### src/rtl/operand_fetch_stage.sv
// Operand-fetch stage (ID/EX). It drives the register file read addresses and
// picks each operand from the EX, MEM or WB bypass or from the register file.
// It also detects load-use hazards, inserts bubbles, and counts load-use stall
// cycles in a saturating counter.
module operand_fetch_stage #(
  parameter int DATA_WIDTH = 32,
  parameter int ADDR_WIDTH = 5
) (
  input  logic                  clk,
  input  logic                  reset_n,
  input  logic                  clk_enable,
  input  logic                  id_valid,
  input  logic [ADDR_WIDTH-1:0] id_rs,
  input  logic [ADDR_WIDTH-1:0] id_rt,
  input  logic                  id_uses_rs,
  input  logic                  id_uses_rt,
  input  logic [ADDR_WIDTH-1:0] id_dest,
  input  logic                  id_reg_write,
  input  logic                  id_mem_read,
  output logic [ADDR_WIDTH-1:0] rf_r_address1,
  output logic [ADDR_WIDTH-1:0] rf_r_address2,
  input  logic [DATA_WIDTH-1:0] rf_data1,
  input  logic [DATA_WIDTH-1:0] rf_data2,
  input  logic [DATA_WIDTH-1:0] ex_result,
  input  logic                  mem_reg_write,
  input  logic [ADDR_WIDTH-1:0] mem_dest,
  input  logic [DATA_WIDTH-1:0] mem_result,
  input  logic                  wb_reg_write,
  input  logic [ADDR_WIDTH-1:0] wb_dest,
  input  logic [DATA_WIDTH-1:0] wb_data,
  input  logic                  ex_hold,
  input  logic                  flush,
  output logic                  stall_out,
  output logic                  o_valid,
  output logic [DATA_WIDTH-1:0] o_op_a,
  output logic [DATA_WIDTH-1:0] o_op_b,
  output logic [ADDR_WIDTH-1:0] o_dest,
  output logic                  o_reg_write,
  output logic                  o_mem_read,
  output logic [31:0]           stall_count
);

  logic                  ex_fwd_ok;
  logic                  load_use;
  logic                  rs_hit;
  logic                  rt_hit;
  logic [DATA_WIDTH-1:0] op_a_sel;
  logic [DATA_WIDTH-1:0] op_b_sel;

  assign rf_r_address1 = id_rs;
  assign rf_r_address2 = id_rt;

  // Only an ALU result in EX can be forwarded; a load's data is not ready yet.
  assign ex_fwd_ok = o_valid & o_reg_write & ~o_mem_read;

  // Bypass priority: youngest producer first, register 0 always reads as 0.
  function automatic logic [DATA_WIDTH-1:0] pick_operand(
    input logic [ADDR_WIDTH-1:0] src,
    input logic [DATA_WIDTH-1:0] rf_val
  );
    logic [DATA_WIDTH-1:0] result;
    if (src == '0)
      result = '0;
    else if (ex_fwd_ok && (o_dest == src))
      result = ex_result;
    else if (mem_reg_write && (mem_dest == src))
      result = mem_result;
    else if (wb_reg_write && (wb_dest == src))
      result = wb_data;
    else
      result = rf_val;
    return result;
  endfunction

  // Operand selection for both sources.
  always_comb begin
    op_a_sel = pick_operand(id_rs, rf_data1);
    op_b_sel = pick_operand(id_rt, rf_data2);
  end

  // A load in EX whose destination a decode source needs forces one bubble.
  assign rs_hit   = id_uses_rs & (id_rs == o_dest);
  assign rt_hit   = id_uses_rt & (id_rt == o_dest);
  assign load_use = id_valid & o_valid & o_mem_read & o_reg_write &
                    (o_dest != '0) & (rs_hit | rt_hit);

  assign stall_out = load_use | ex_hold;

  // ID/EX pipeline register: flush, then hold, then load-use bubble, then load.
  always_ff @(posedge clk) begin
    if (clk_enable) begin
      if (!reset_n) begin
        o_valid     <= 1'b0;
        o_op_a      <= '0;
        o_op_b      <= '0;
        o_dest      <= '0;
        o_reg_write <= 1'b0;
        o_mem_read  <= 1'b0;
      end else if (flush || (!ex_hold && load_use)) begin
        o_valid     <= 1'b0;
        o_reg_write <= 1'b0;
        o_mem_read  <= 1'b0;
      end else if (!ex_hold) begin
        o_valid     <= id_valid;
        o_op_a      <= op_a_sel;
        o_op_b      <= op_b_sel;
        o_dest      <= id_dest;
        o_reg_write <= id_valid & id_reg_write;
        o_mem_read  <= id_valid & id_mem_read;
      end
    end
  end

  // Saturating count of load-use stall cycles; flushed cycles are not counted.
  always_ff @(posedge clk) begin
    if (clk_enable) begin
      if (!reset_n)
        stall_count <= '0;
      else if (load_use && !flush && (stall_count != 32'hFFFF_FFFF))
        stall_count <= stall_count + 32'd1;
    end
  end

endmodule

### config.mk
export PLATFORM = sky130hd
export DESIGN_NAME = operand_fetch_stage
export DESIGN_NICKNAME = d
export VERILOG_FILES = /design/src/rtl/operand_fetch_stage.sv
export SDC_FILE = /design/constraint.sdc
export NUM_CORES = 1
export LEC_CHECK = 0
export BUFFER_PORTS_ARGS = -buffer_cell sky130_fd_sc_hd__buf_2
export CORE_UTILIZATION = 30
export CTS_BUF_LIST = sky130_fd_sc_hd__clkbuf_2
export CTS_CLUSTER_DIAMETER = 150
export DETAILED_ROUTE_END_ITERATION = 16
export MAX_ROUTING_LAYER = met4
export PLACE_DENSITY_LB_ADDON = 0.05
export SKIP_CTS_REPAIR_TIMING = 1
export SLEW_MARGIN = 20
export SYNTH_ARGS = -nofsm -noshare
export SYNTH_HDL_FRONTEND = slang
export SYNTH_SLANG_ARGS = --single-unit
### constraint.sdc
create_clock -name clk -period 4.7 [get_ports clk]
set_input_delay 0.705 -clock clk [delete_from_list [all_inputs] [get_ports clk]]
set_output_delay 0.705 -clock clk [all_outputs]
set_load 0.02 [all_outputs]
== Word level (Yosys, flattened, before mapping) ==
Index checks and enable logic that the tools add are counted.
Operators by class
  bitwise logic cells: 15
  muxes and demuxes: 18
  add/sub/neg operators: 1
  reduce and logical (&&, ||, !) cells: 19
  equality and inequality tests: 13
Operators with widths (number)
  $mux 32: 13
  $eq 5x5->1: 8
  $add 32x1->32 const B: 1
  $ne 32x32->1 const B: 1
  $and 1x1->1: 11
  $logic_not 5->1: 2
  $mux 5: 2
  $logic_and 1x1->1: 9
  $reduce_bool 5->1: 1
  $ne 2x2->1 const B: 2
  $reduce_and 2->1: 2
  $mux 1: 3
  $ne 3x2->1 const B: 1
  $reduce_and 3->1: 1
  $logic_not 1->1: 2
  $ne 2x1->1 const B: 1
  $not 1->1: 2
  $or 1x1->1: 2
  $reduce_or 2->1: 1
  $logic_or 1x1->1: 1
Word-level totals
  output and inout port bits: 115
  input bits: 197
  logic and storage cells: 73
  register bits: 104

== Longest topological paths before layout ==
Gate-level depths: netlist of the first run.
  depth after elaboration: 9
  depth in mapped cells: 7
  mapped depth without buffers: 6

== Worst setup path after synthesis of the first run ==
Ideal clock, no wire load.
  path type: reg-to-reg
  from: reg stall_count[14]
  to: reg stall_count[0], enable pin
  cell stages (with the launch flop): 7
  arrival time: 3675 ps
  period minus slack after synthesis: 4145 ps
  buffers on the path: 1
  required time: 4229 ps
  library setup time: 471 ps
  setup slack: 555 ps
  cells stage by stage: edfxtp_1 and4_4 and4_1 buf_6 nand3_4 o2111ai_1 a21boi_0
On the way
  cells in the longest elaborated chain, start to end: 4
RTL lines
  from (decl): line 40  | output logic [31:0] stall_count
  from (signal assigned): line 120  | stall_count <= stall_count + 32'd1;
  $ne 32x32->1: line 119  | else if (load_use && !flush && (stall_count != 32'hFFFF_FFFF))
  $logic_and 1x1->1: line 119
  $ne 2x1->1 (no source line)
  $reduce_and 2->1 (no source line)
Every way passes these cells.
A chain may end at the register's enable or synchronous reset.

== Worst setup path in the final report of the first run ==
  from: reg o_dest[1]
  to: out stall_out
On the way
  cells in the longest elaborated chain, start to end: 5
  elaborated cells on any way between the ends: 9
  classes of those cells: eq/ne (2); bitwise (6); reduce/logical (1)
RTL lines
  from (decl): line 37  | output logic [ADDR_WIDTH-1:0] o_dest,
  from (signal assigned): line 107  | o_dest <= id_dest;
  $eq 5x5->1, on equally long branches: line 82, 83
  $and 1x1->1, on equally long branches: line 82, 83
  $or 1x1->1: line 85  | (o_dest != '0) & (rs_hit | rt_hit);
  $and 1x1->1 *: line 85
  $or 1x1->1 *: line 87  | assign stall_out = load_use | ex_hold;
  to (decl): line 33  | output logic stall_out,
Mark *: on every way between the ends. The rest lies on a longest branch, timed or not.

==> impl_metrics.yaml, run 1 <==
synthesis:
  ys_seq_area_share_pct: 47.1
  async_reset_ff_share_pct: 0
  synth.distinct_cells: 42
  ys.flop_type: "edfxtp_1"
  synth_edf_count: 104
  synth_area_mm2: 0.00664
  syn-num-nets: 902
  avgSynthCellArea_um2: 9.42
  synthCells: 704
  yosysWarnings: 0
  ys_ff_latch: 104
die:
  die_h_um: 151
  die_area_mm2: 0.0227
  fp-row-count: 54
  die_x_um: 151
  pin_count: 312
  core_area_mm2: 0.0218
  initial_core_util_pct: 30.5
sta:
  period_needed_ns: 3.01
  worstMarginPinSlew_ns: 1.01
  finalMaxSlewViolations: 0
  fin_skew_ns: 0.0283
  max_freq_mhz: 332
  finalCritPeriodShare_pct: 64.1
  hold_viol: 0
  fin_hold_ws_ns: 0.371
  finalSetupViolations: 0
  finalSetupTns_ns: 0
  rsz0062_at_grt: "no"
  slew_headroom_pct: 32.9
cells_and_area:
  multi_input_comb_area_mm2: 0.00324
  nets: 1167
  seq_area_mm2: 0.00312
  drive_gt1_share_pct: 36.9
  fillers: 2283
  area_growth_pct: 29.4
setup_path:
  critPathSlowestCell: "edfxtp_1"
  start_kind: "flip-flop"
  critPathTopFamily: "flip-flops"
  cp_num_buf_inv: 1
  reg2reg_depth: 5
  slowest_delay_ns: 0.54
  worstPathArrival_ns: 2.31
  timing.rr.start: "o_dest[4]$_SDFFCE_PN0P_"
  cp_cell_sequence: "xnor2_1, nand3_1, o22ai_1, nand2_1, nand2b_1, buf_2"
  r2r_setup_slack_ns: 2.13
  path_max_fanout: 5
  crit_required_ns: 3.99
  r2r-end: "o_op_a[1]$_SDFFCE_PP0P_"
  worstSetupPathType: "flip-flop to output port"
  endpoint_kind: "output port"
grt:
  grt_antenna_before_repair: 6
  grtUsageTotal_pct: 24.2
  grt_pass1_wl_um: 39300
  grt_start_max_net_pins: 70
  grt_pass1_vias: 6633
  grt-ovfl-total: 0
drt:
  dr.pass1.iters: 5
  drc_errors: 0
  vias_per_cell: 5.47
  postRouteAntennaNets: 0
  vias: 6899
  wl_per_cell_um: 21.8
  drt-initial-drc-count: 395
  postRouteWirelength_um: 27500
flow_run:
  drv_cap: 0
pwr:
  p_leak_nw: 3.41
  peakVddDrop_uv: 110
  power_density_mw_per_mm2: 264
  finalPower_mw: 2.26
clocking:
  cts_max_level: 3
  clock-root-buffer: "clkbuf_2"
  cts_tree: "done"
  clk_latency_ns: 0.62
  cts_num_sinks: 104
  cts_buffer_depth: 2
  cts_buffers: 9
  path_clk_slew_ns: 0.27
place:
  gp_congestion: 0.822
  io_buffers: 311
  hpwl_um: 19100
worst_hold_path:
  hold_class: "input pin to flip-flop"
  min_from: "id_dest[3]"
  holdPathEnd: "o_dest[3]$_SDFFCE_PN0P_"
  holdPathStages: 2
outcome:
  status: "finished clean"
-- through the flow --
step                utilization (%)  area (µm²)  std cells  worst slack, ns
floorplan                         -        6640        704            0.555
global placement               38.6        8390       1238             1.75
detailed placement             38.6        8390       1238             1.77
CTS                            39.4        8570       1254             1.62
global route                   39.5        8580       1260             1.45
finish                         39.5        8590       1261             1.69
-- cells in the final DEF (no fill, tap or decap), types with 3 or more instances in the layout --
master and n:
nor3_1 7, or2_2 5, xnor2_1 35, and2_1 7, nor2_1 168, bufinv_16 4, o32ai_1 64, buf_4 13
a221oi_1 64, inv_1 5, edfxtp_1 104, a21oi_1 5, nand3_1 16, clkbuf_2 9, diode_2 7, and4_1 3
buf_2 311, xor2_1 23, and3_1 3, nand4_1 11, nand2_1 81
-- flip-flops by register name (all words and copies together) (netlist names) --
name	cells
o_dest	5
o_mem_read	1
o_op_a	32
o_op_b	32
o_reg_write	1
o_valid	1
stall_count	32
-- metal layers --
metal,vias to the layer above,GRT usage [%],routed length (µm)
li1,3182,-,-
met1,3322,28.8,10800
met2,363,40.3,13600
met3,32,5.82,2560
met4,0,7.30,512
met5,-,-,0
-- cell families after synthesis --
| kind of cell | synth area share (%) |
|---|---|
| flops | 47.1 |
| fa+ha+maj | 0.189 |
| xor+xnor | 7.66 |
| simple gates | 21.3 |
| compound gates | 18.8 |
| buf+inv | 5.07 |
-- power by group --
part | leakage, nW | switching [mW] | internal, mW
clock network | 0.103 | 0.334 | 0.278
logic | 2.28 | 0.333 | 0.197
registers | 1.03 | 0.0337 | 1.09
total | 3.41 | 0.701 | 1.56
-- worst max path at each step --
stage                                       start                           end  cells past startpoint
floorplan           stall_count[14]$_SDFFCE_PN0P_  stall_count[0]$_SDFFCE_PN0P_                      6
global placement                         id_rs[3]       o_op_a[8]$_SDFFCE_PP0P_                      6
detailed placement                       id_rs[4]      o_op_a[25]$_SDFFCE_PP0P_                      6
CTS                       o_dest[1]$_SDFFCE_PN0P_                     stall_out                      6
global route              o_dest[2]$_SDFFCE_PN0P_                     stall_out                      6
finish                    o_dest[1]$_SDFFCE_PN0P_                     stall_out                      6
-- cell usage after synthesis, types with 2 or more instances --
| cell | n | share of area (%) |
|---|---|---|
| nor2_1 | 171 | 9.7 |
| edfxtp_1 | 104 | 47 |
| nand2_1 | 81 | 4.6 |
| a221oi_1 | 64 | 8.4 |
| o32ai_1 | 64 | 8.4 |
| clkbuf_1 | 54 | 3.1 |
| xnor2_1 | 35 | 4.6 |
| xor2_1 | 23 | 3.0 |
| nand3_1 | 16 | 1.2 |
| nand4_1 | 11 | 1.0 |
| buf_4 | 10 | 1.1 |
| and2_1 | 7 | 0.66 |
| nor3_1 | 7 | 0.53 |
| a21oi_1 | 5 | 0.38 |
| buf_2 | 5 | 0.38 |
| inv_1 | 5 | 0.28 |
| or2_2 | 5 | 0.47 |
| and3_1 | 3 | 0.28 |
| and4_1 | 3 | 0.40 |
| o31ai_1 | 3 | 0.34 |
| a21boi_0 | 2 | 0.23 |
| nor3_2 | 2 | 0.30 |
| nor4_1 | 2 | 0.19 |
| nor4_2 | 2 | 0.38 |
| o2111a_1 | 2 | 0.34 |
| or3_1 | 2 | 0.19 |
-- area by class of cell --
| cell class | instances | share of cell area [%] |
|---|---|---|
| antenna | 7 | 0.204 |
| clock buffer | 9 | 0.525 |
| clock inverter | 7 | 1.56 |
| inverter | 6 | 0.262 |
| multi-input combinational | 524 | 37.7 |
| sequential | 104 | 36.4 |
| tap | 280 | 4.08 |
| timing repair buffer | 324 | 19.3 |
Note: power is estimated with default switching activity, not from simulation.
==> run 2: changes to the inputs <==
--- a/config.mk
+++ b/config.mk
@@ -5,6 +5,7 @@
 export SDC_FILE = /design/constraint.sdc
 export NUM_CORES = 1
 export LEC_CHECK = 0
+export ABC_AREA = 1
 export BUFFER_PORTS_ARGS = -buffer_cell sky130_fd_sc_hd__buf_2
 export CORE_UTILIZATION = 30
 export CTS_BUF_LIST = sky130_fd_sc_hd__clkbuf_2
==> constraint.sdc (replaced) <==
create_clock -name clk -period 2.8 [get_ports clk]
set_input_delay 0.42 -clock clk [delete_from_list [all_inputs] [get_ports clk]]
set_output_delay 0.42 -clock clk [all_outputs]
set_load 0.02 [all_outputs]
==> run 2 against run 1 <==
Against the previous run:
- largest cell class unchanged
- power is 62% higher
- design area up 18%
- critical path depth increased by 2
- first-iteration DRC count increased by 54%
- core utilization shrank 0.47 points
- cell count up 44%
- routed wire length up 9.1%
- critical path type unchanged
- sequential share of layout area down 5.6 points
- highest routed layer unchanged
- via count up 23%
==> impl_metrics.yaml, run 2 <==
clocking:
  cts_max_level: 3
  cts_tree: "done"
  clock-root-buffer: "clkbuf_2"
  cts_num_sinks: 104
  cts_buffers: 9
  clk_latency_ns: 0.65
  cts_buffer_depth: 2
  path_clk_slew_ns: 0.35
synthesis:
  yosys.area.top_type: "edfxtp_1"
  yosysWarnings: 0
  avgSynthCellArea_um2: 6.73
  synth.top_cell.area_share_pct: 39.3
  synth_top_cells_by_area: "edfxtp_1 (39%), nand2_1 (14%), nand3_1 (13%)"
  yosys-top-cells-count: "nand2_1 (291), inv_1 (283), nand3_1 (214)"
  synthCells: 1180
  async_reset_ff_share_pct: 0
  syn-num-nets: 1378
  synth.distinct_cells: 32
  synthMostInstantiatedCell: "nand2_1"
  ys.flop_type: "edfxtp_1"
  synth_edf_count: 104
  ys_seq_area_share_pct: 39.3
  synth_area_mm2: 0.00794
  ys_ff_latch: 104
grt:
  grt_antenna_before_repair: 5
  grt_pass1_vias: 8095
  grt-ovfl-total: 0
  grt_start_max_net_pins: 65
  grtUsageTotal_pct: 22.4
  grt_pass1_wl_um: 44400
place:
  io_buffers: 311
  pre_cts_slack_ns: 0.470
  gp_congestion: 0.872
  placed_cells: 1786
  hpwl_um: 21900
sta:
  period_needed_ns: 2.60
  finalSetupTns_ns: 0
  slew_headroom_pct: 61.9
  finalCritPeriodShare_pct: 93.0
  max_freq_mhz: 384
  fin_skew_ns: 0.0384
  hold_viol: 0
  final.setup.worst_slack_ns: 0.197
  worstMarginPinSlew_ns: 0.566
  finalSetupViolations: 0
  finalMaxSlewViolations: 0
  fin_hold_ws_ns: 0.0684
drt:
  wl_per_cell_um: 16.5
  postRouteWirelength_um: 30000
  dr.pass1.iters: 7
  postRouteAntennaNets: 0
  drc_errors: 0
  vias: 8500
  vias_per_cell: 4.68
  drt-initial-drc-count: 607
cells_and_area:
  drive_gt1_share_pct: 25.6
  mostFrequentLayoutCells: "buf_2 (311), nand2_1 (291), inv_1 (283)"
  multi_input_comb_area_mm2: 0.00346
  area_growth_pct: 27.6
  fillers: 2953
  fin_cells: 1818
  seq_area_mm2: 0.00312
  final_common_cell: "buf_2"
  nets: 1667
  reg_top3: "o_op_a x32, o_op_b x32, stall_count x32"
setup_path:
  crit_required_ns: 2.38
  endpoint_kind: "output port"
  startpoint: "o_dest[4]$_SDFFCE_PN0P_"
  r2r-end: "stall_count[22]$_SDFFCE_PN0P_"
  start_kind: "flip-flop"
  worstSetupPathType: "flip-flop to output port"
  timing.rr.start: "stall_count[0]$_SDFFCE_PN0P_"
  worstPathArrival_ns: 2.18
  reg2reg_depth: 9
  r2r_setup_slack_ns: 0.62
  crit_end: "stall_out"
  path_max_fanout: 5
die:
  fp-row-count: 59
  core_area_mm2: 0.0260
  die_x_um: 165
  pin_count: 312
  die_area_mm2: 0.0271
  die_h_um: 165
  initial_core_util_pct: 30.6
outcome:
  status: "finished clean"
pwr:
  peakVddDrop_uv: 159
  p_leak_nw: 5.77
  power_density_mw_per_mm2: 362
flow_run:
  drv_cap: 0
worst_hold_path:
  hold_class: "input pin to flip-flop"
[run 2: cell type report]
| class | count | area share [%] |
|---|---|---|
| inverter | 293 | 10.9 |
| antenna | 9 | 0.222 |
| tap | 335 | 4.14 |
| clock buffer | 9 | 0.444 |
| clock inverter | 7 | 0.889 |
| multi-input combinational | 721 | 34.1 |
| sequential | 104 | 30.8 |
| timing repair buffer | 340 | 18.5 |
[run 2: cells by family (layout without fill, tap and decap cells)]
group	count (synthesis)	after routing	share of synthesized area (%)
AO/OA/AOI/OAI	118	118	8.67
adder cells (fa/ha/maj)	1	1	0.158
XOR/XNOR	9	9	0.993
AND/OR/NAND/NOR	593	593	32.9
other	0	9	0
flip-flops	104	104	39.3
buffers and inverters	355	649	18.0
[run 2: how the worst min path moves through the flow]
stage / cells past startpoint / from / slack, ns / end
2_1_floorplan: 2 / id_dest[0] / 0.59 / o_dest[0]$_SDFFCE_PN0P_
3_3_place_gp: 1 / stall_count[0]$_SDFFCE_PN0P_ / 0.63 / stall_count[0]$_SDFFCE_PN0P_
3_5_place_dp: 1 / stall_count[4]$_SDFFCE_PN0P_ / 0.64 / stall_count[4]$_SDFFCE_PN0P_
4_1_cts: 3 / id_dest[1] / -0.07 / o_dest[1]$_SDFFCE_PN0P_
5_1_grt: 3 / id_valid / -0.01 / o_reg_write$_SDFFCE_PP0P_
6_report: 3 / id_mem_read / 0.07 / o_mem_read$_SDFFCE_PP0P_
[run 2: critical path: stages (launching register included)]
cell and delay [ns]:
edfxtp_1 0.58, nand2_1 0.11, nand2_1 0.05, nor2_1 0.24, nand4_1 0.13, nand2_1 0.14, nand2_1 0.07, nand2_1 0.07
buf_2 0.16
[run 2: power breakdown]
part / internal (mW) / total [mW] / switching, mW
combinational: 0.344 / 0.955 / 0.611
sequential: 1.81 / 1.86 / 0.0502
clock: 0.229 / 0.851 / 0.622
[run 2: layer usage]
metal,global-route usage [%],vias up,part of all wire [%],routed length (µm)
met5,-,-,0,0
met4,6.38,0,1.7,501
met3,3.14,28,6.8,2030
met2,37.8,301,49,14600
met1,27.9,3888,43,12800
li1,-,4283,-,-
[run 2: through the flow]
step	cell area, µm²	utilization (%)	total power, mW
final	10100	39.0	3.67
after global routing	10100	39.0	3.88
after CTS	10000	38.6	3.72
after detailed placement	9900	38.1	2.85
after global placement	9900	38.1	2.85
after floorplan	7960	-	2.43
==> run 3: changes to the inputs <==
--- a/config.mk
+++ b/config.mk
@@ -13,6 +13,7 @@
 export DETAILED_ROUTE_END_ITERATION = 16
 export MAX_ROUTING_LAYER = met4
 export PLACE_DENSITY_LB_ADDON = 0.05
+export RECOVER_POWER = 50
 export SKIP_CTS_REPAIR_TIMING = 1
 export SLEW_MARGIN = 20
 export SYNTH_ARGS = -nofsm -noshare
==> run 3 against run 2 <==
Against the previous run:
- design area fell by 1.7%
- cell count did not move
- sequential power barely moved
- worst setup slack got worse by 0.015 ns
- power fell by 0.52%
- via count barely moved
- clock power barely moved
- worst hold slack got worse by 0.0019 ns
- critical path depth did not move
==> impl_metrics.yaml, run 3 (synthesis gave the netlist of run 2 again) <==
outcome:
  status: "finished clean"
cells_and_area:
  area_growth_pct: 25.5
  nets: 1667
  final_common_cell: "nand2_1"
  drive_gt1_share_pct: 17.6
  reg_top3: "o_op_a x32, o_op_b x32, stall_count x32"
  fin_cells: 1818
  mostFrequentLayoutCells: "nand2_1 (291), inv_1 (283), nand3_1 (212)"
sta:
  finalSetupViolations: 0
  slew_headroom_pct: 40.1
  worstMarginPinSlew_ns: 0.899
  finalCritPeriodShare_pct: 93.5
  final.setup.worst_slack_ns: 0.182
  finalMaxSlewViolations: 0
  max_freq_mhz: 382
  hold_viol: 0
  fin_skew_ns: 0.0365
  period_needed_ns: 2.62
worst_hold_path:
  hold_class: "input pin to flip-flop"
  min_from: "id_mem_read"
clocking:
  clock-root-buffer: "clkbuf_2"
  clk_latency_ns: 0.65
  cts_tree: "done"
  cts_num_sinks: 104
  cts_max_level: 3
  cts_buffers: 9
  path_clk_slew_ns: 0.35
  cts_buffer_depth: 2
pwr:
  peakVddDrop_uv: 160
  power_density_mw_per_mm2: 366
  p_leak_nw: 5.42
  finalPower_mw: 3.65
setup_path:
  crit_required_ns: 2.38
  worstPathArrival_ns: 2.20
  timing.rr.start: "o_dest[4]$_SDFFCE_PN0P_"
  endpoint_kind: "output port"
  worstSetupPathType: "flip-flop to output port"
  path_max_fanout: 5
  start_kind: "flip-flop"
  startpoint: "o_dest[4]$_SDFFCE_PN0P_"
die:
  die_h_um: 165
  initial_core_util_pct: 30.6
  pin_count: 312
  die_x_um: 165
  core_area_mm2: 0.0260
  fp-row-count: 59
  die_area_mm2: 0.0271
drt:
  highest_layer: "met4"
  wl_met2_um: 14700
  dr.pass1.iters: 7
  drt-initial-drc-count: 604
  postRouteAntennaNets: 0
  drc_errors: 0
  vias: 8494
  drt-met1-wl_um: 12900
  vias_per_cell: 4.67
  wl_per_cell_um: 16.5
  postRouteWirelength_um: 30000
  wl_met3_um: 1950
grt:
  grtUsageTotal_pct: 22.4
  grt-ovfl-total: 0
  grt_start_max_net_pins: 65
  grt_antenna_before_repair: 5
  grt_pass1_wl_um: 44400
  grt_pass1_vias: 8095
place:
  io_buffers: 311
  placed_cells: 1786
  gp_congestion: 0.872
  pre_cts_slack_ns: 0.470
  hpwl_um: 21900
flow_run:
  drv_cap: 0
## run 3: path summary, 6_finish.rpt
| check | to | slack, ns | cells past startpoint |
|---|---|---|---|
| setup / recovery | stall_out | 0.18 | 8 |
| hold / removal | o_mem_read$_SDFFCE_PP0P_ | 0.07 | 3 |
| setup reg to reg | o_op_b[18]$_SDFFCE_PP0P_ | 0.54 | 9 |
| hold reg to reg | stall_count[0]$_SDFFCE_PN0P_ | 0.66 | 1 |
## run 3: layout make-up
class,count,area (µm²)
Fill cell,3005,16000
Clock buffer,9,45.0
Tap cell,335,419
Clock inverter,7,90.1
Antenna cell,9,22.5
Sequential cell,104,3120
Inverter,293,1100
Multi-Input combinational cell,721,3450
Timing Repair Buffer,340,1720
## run 3: critical path: stages (launching register included)
cell      delay (ns)
edfxtp_1        0.58
nand2_1         0.11
nand2_1         0.05
nor2_1          0.24
nand4_1         0.13
nand2_1         0.14
nand2_1         0.07
nand2_1         0.07
buf_2           0.16
## run 3: metal layers
layer  GRT usage, %  vias to the layer above
met5              -                        -
met2           37.8                      287
met1           27.9                     3903
met4           6.38                        0
met3           3.14                       26
li1               -                     4278
## run 3: stage by stage
| step | hold WS (ns) | instance area, µm² | utilization (%) | setup TNS [ns] |
|---|---|---|---|---|
| finish | 0.0666 | 9960 | 38.3 | 0 |
| global route | -0.0132 | 9960 | 38.3 | -0.0154 |
| CTS | -0.0677 | 10000 | 38.6 | 0 |
| detailed placement | 0.637 | 9900 | 38.1 | 0 |
| global placement | 0.627 | 9900 | 38.1 | 0 |
| floorplan | 0.593 | 7960 | - | 0 |
## run 3: report_power, final
part,leakage [nW],switching (mW),internal [mW]
sequential,1.02,0.0528,1.81
combinational,4.32,0.611,0.320
clock,0.0799,0.624,0.229
total,5.42,1.29,2.36
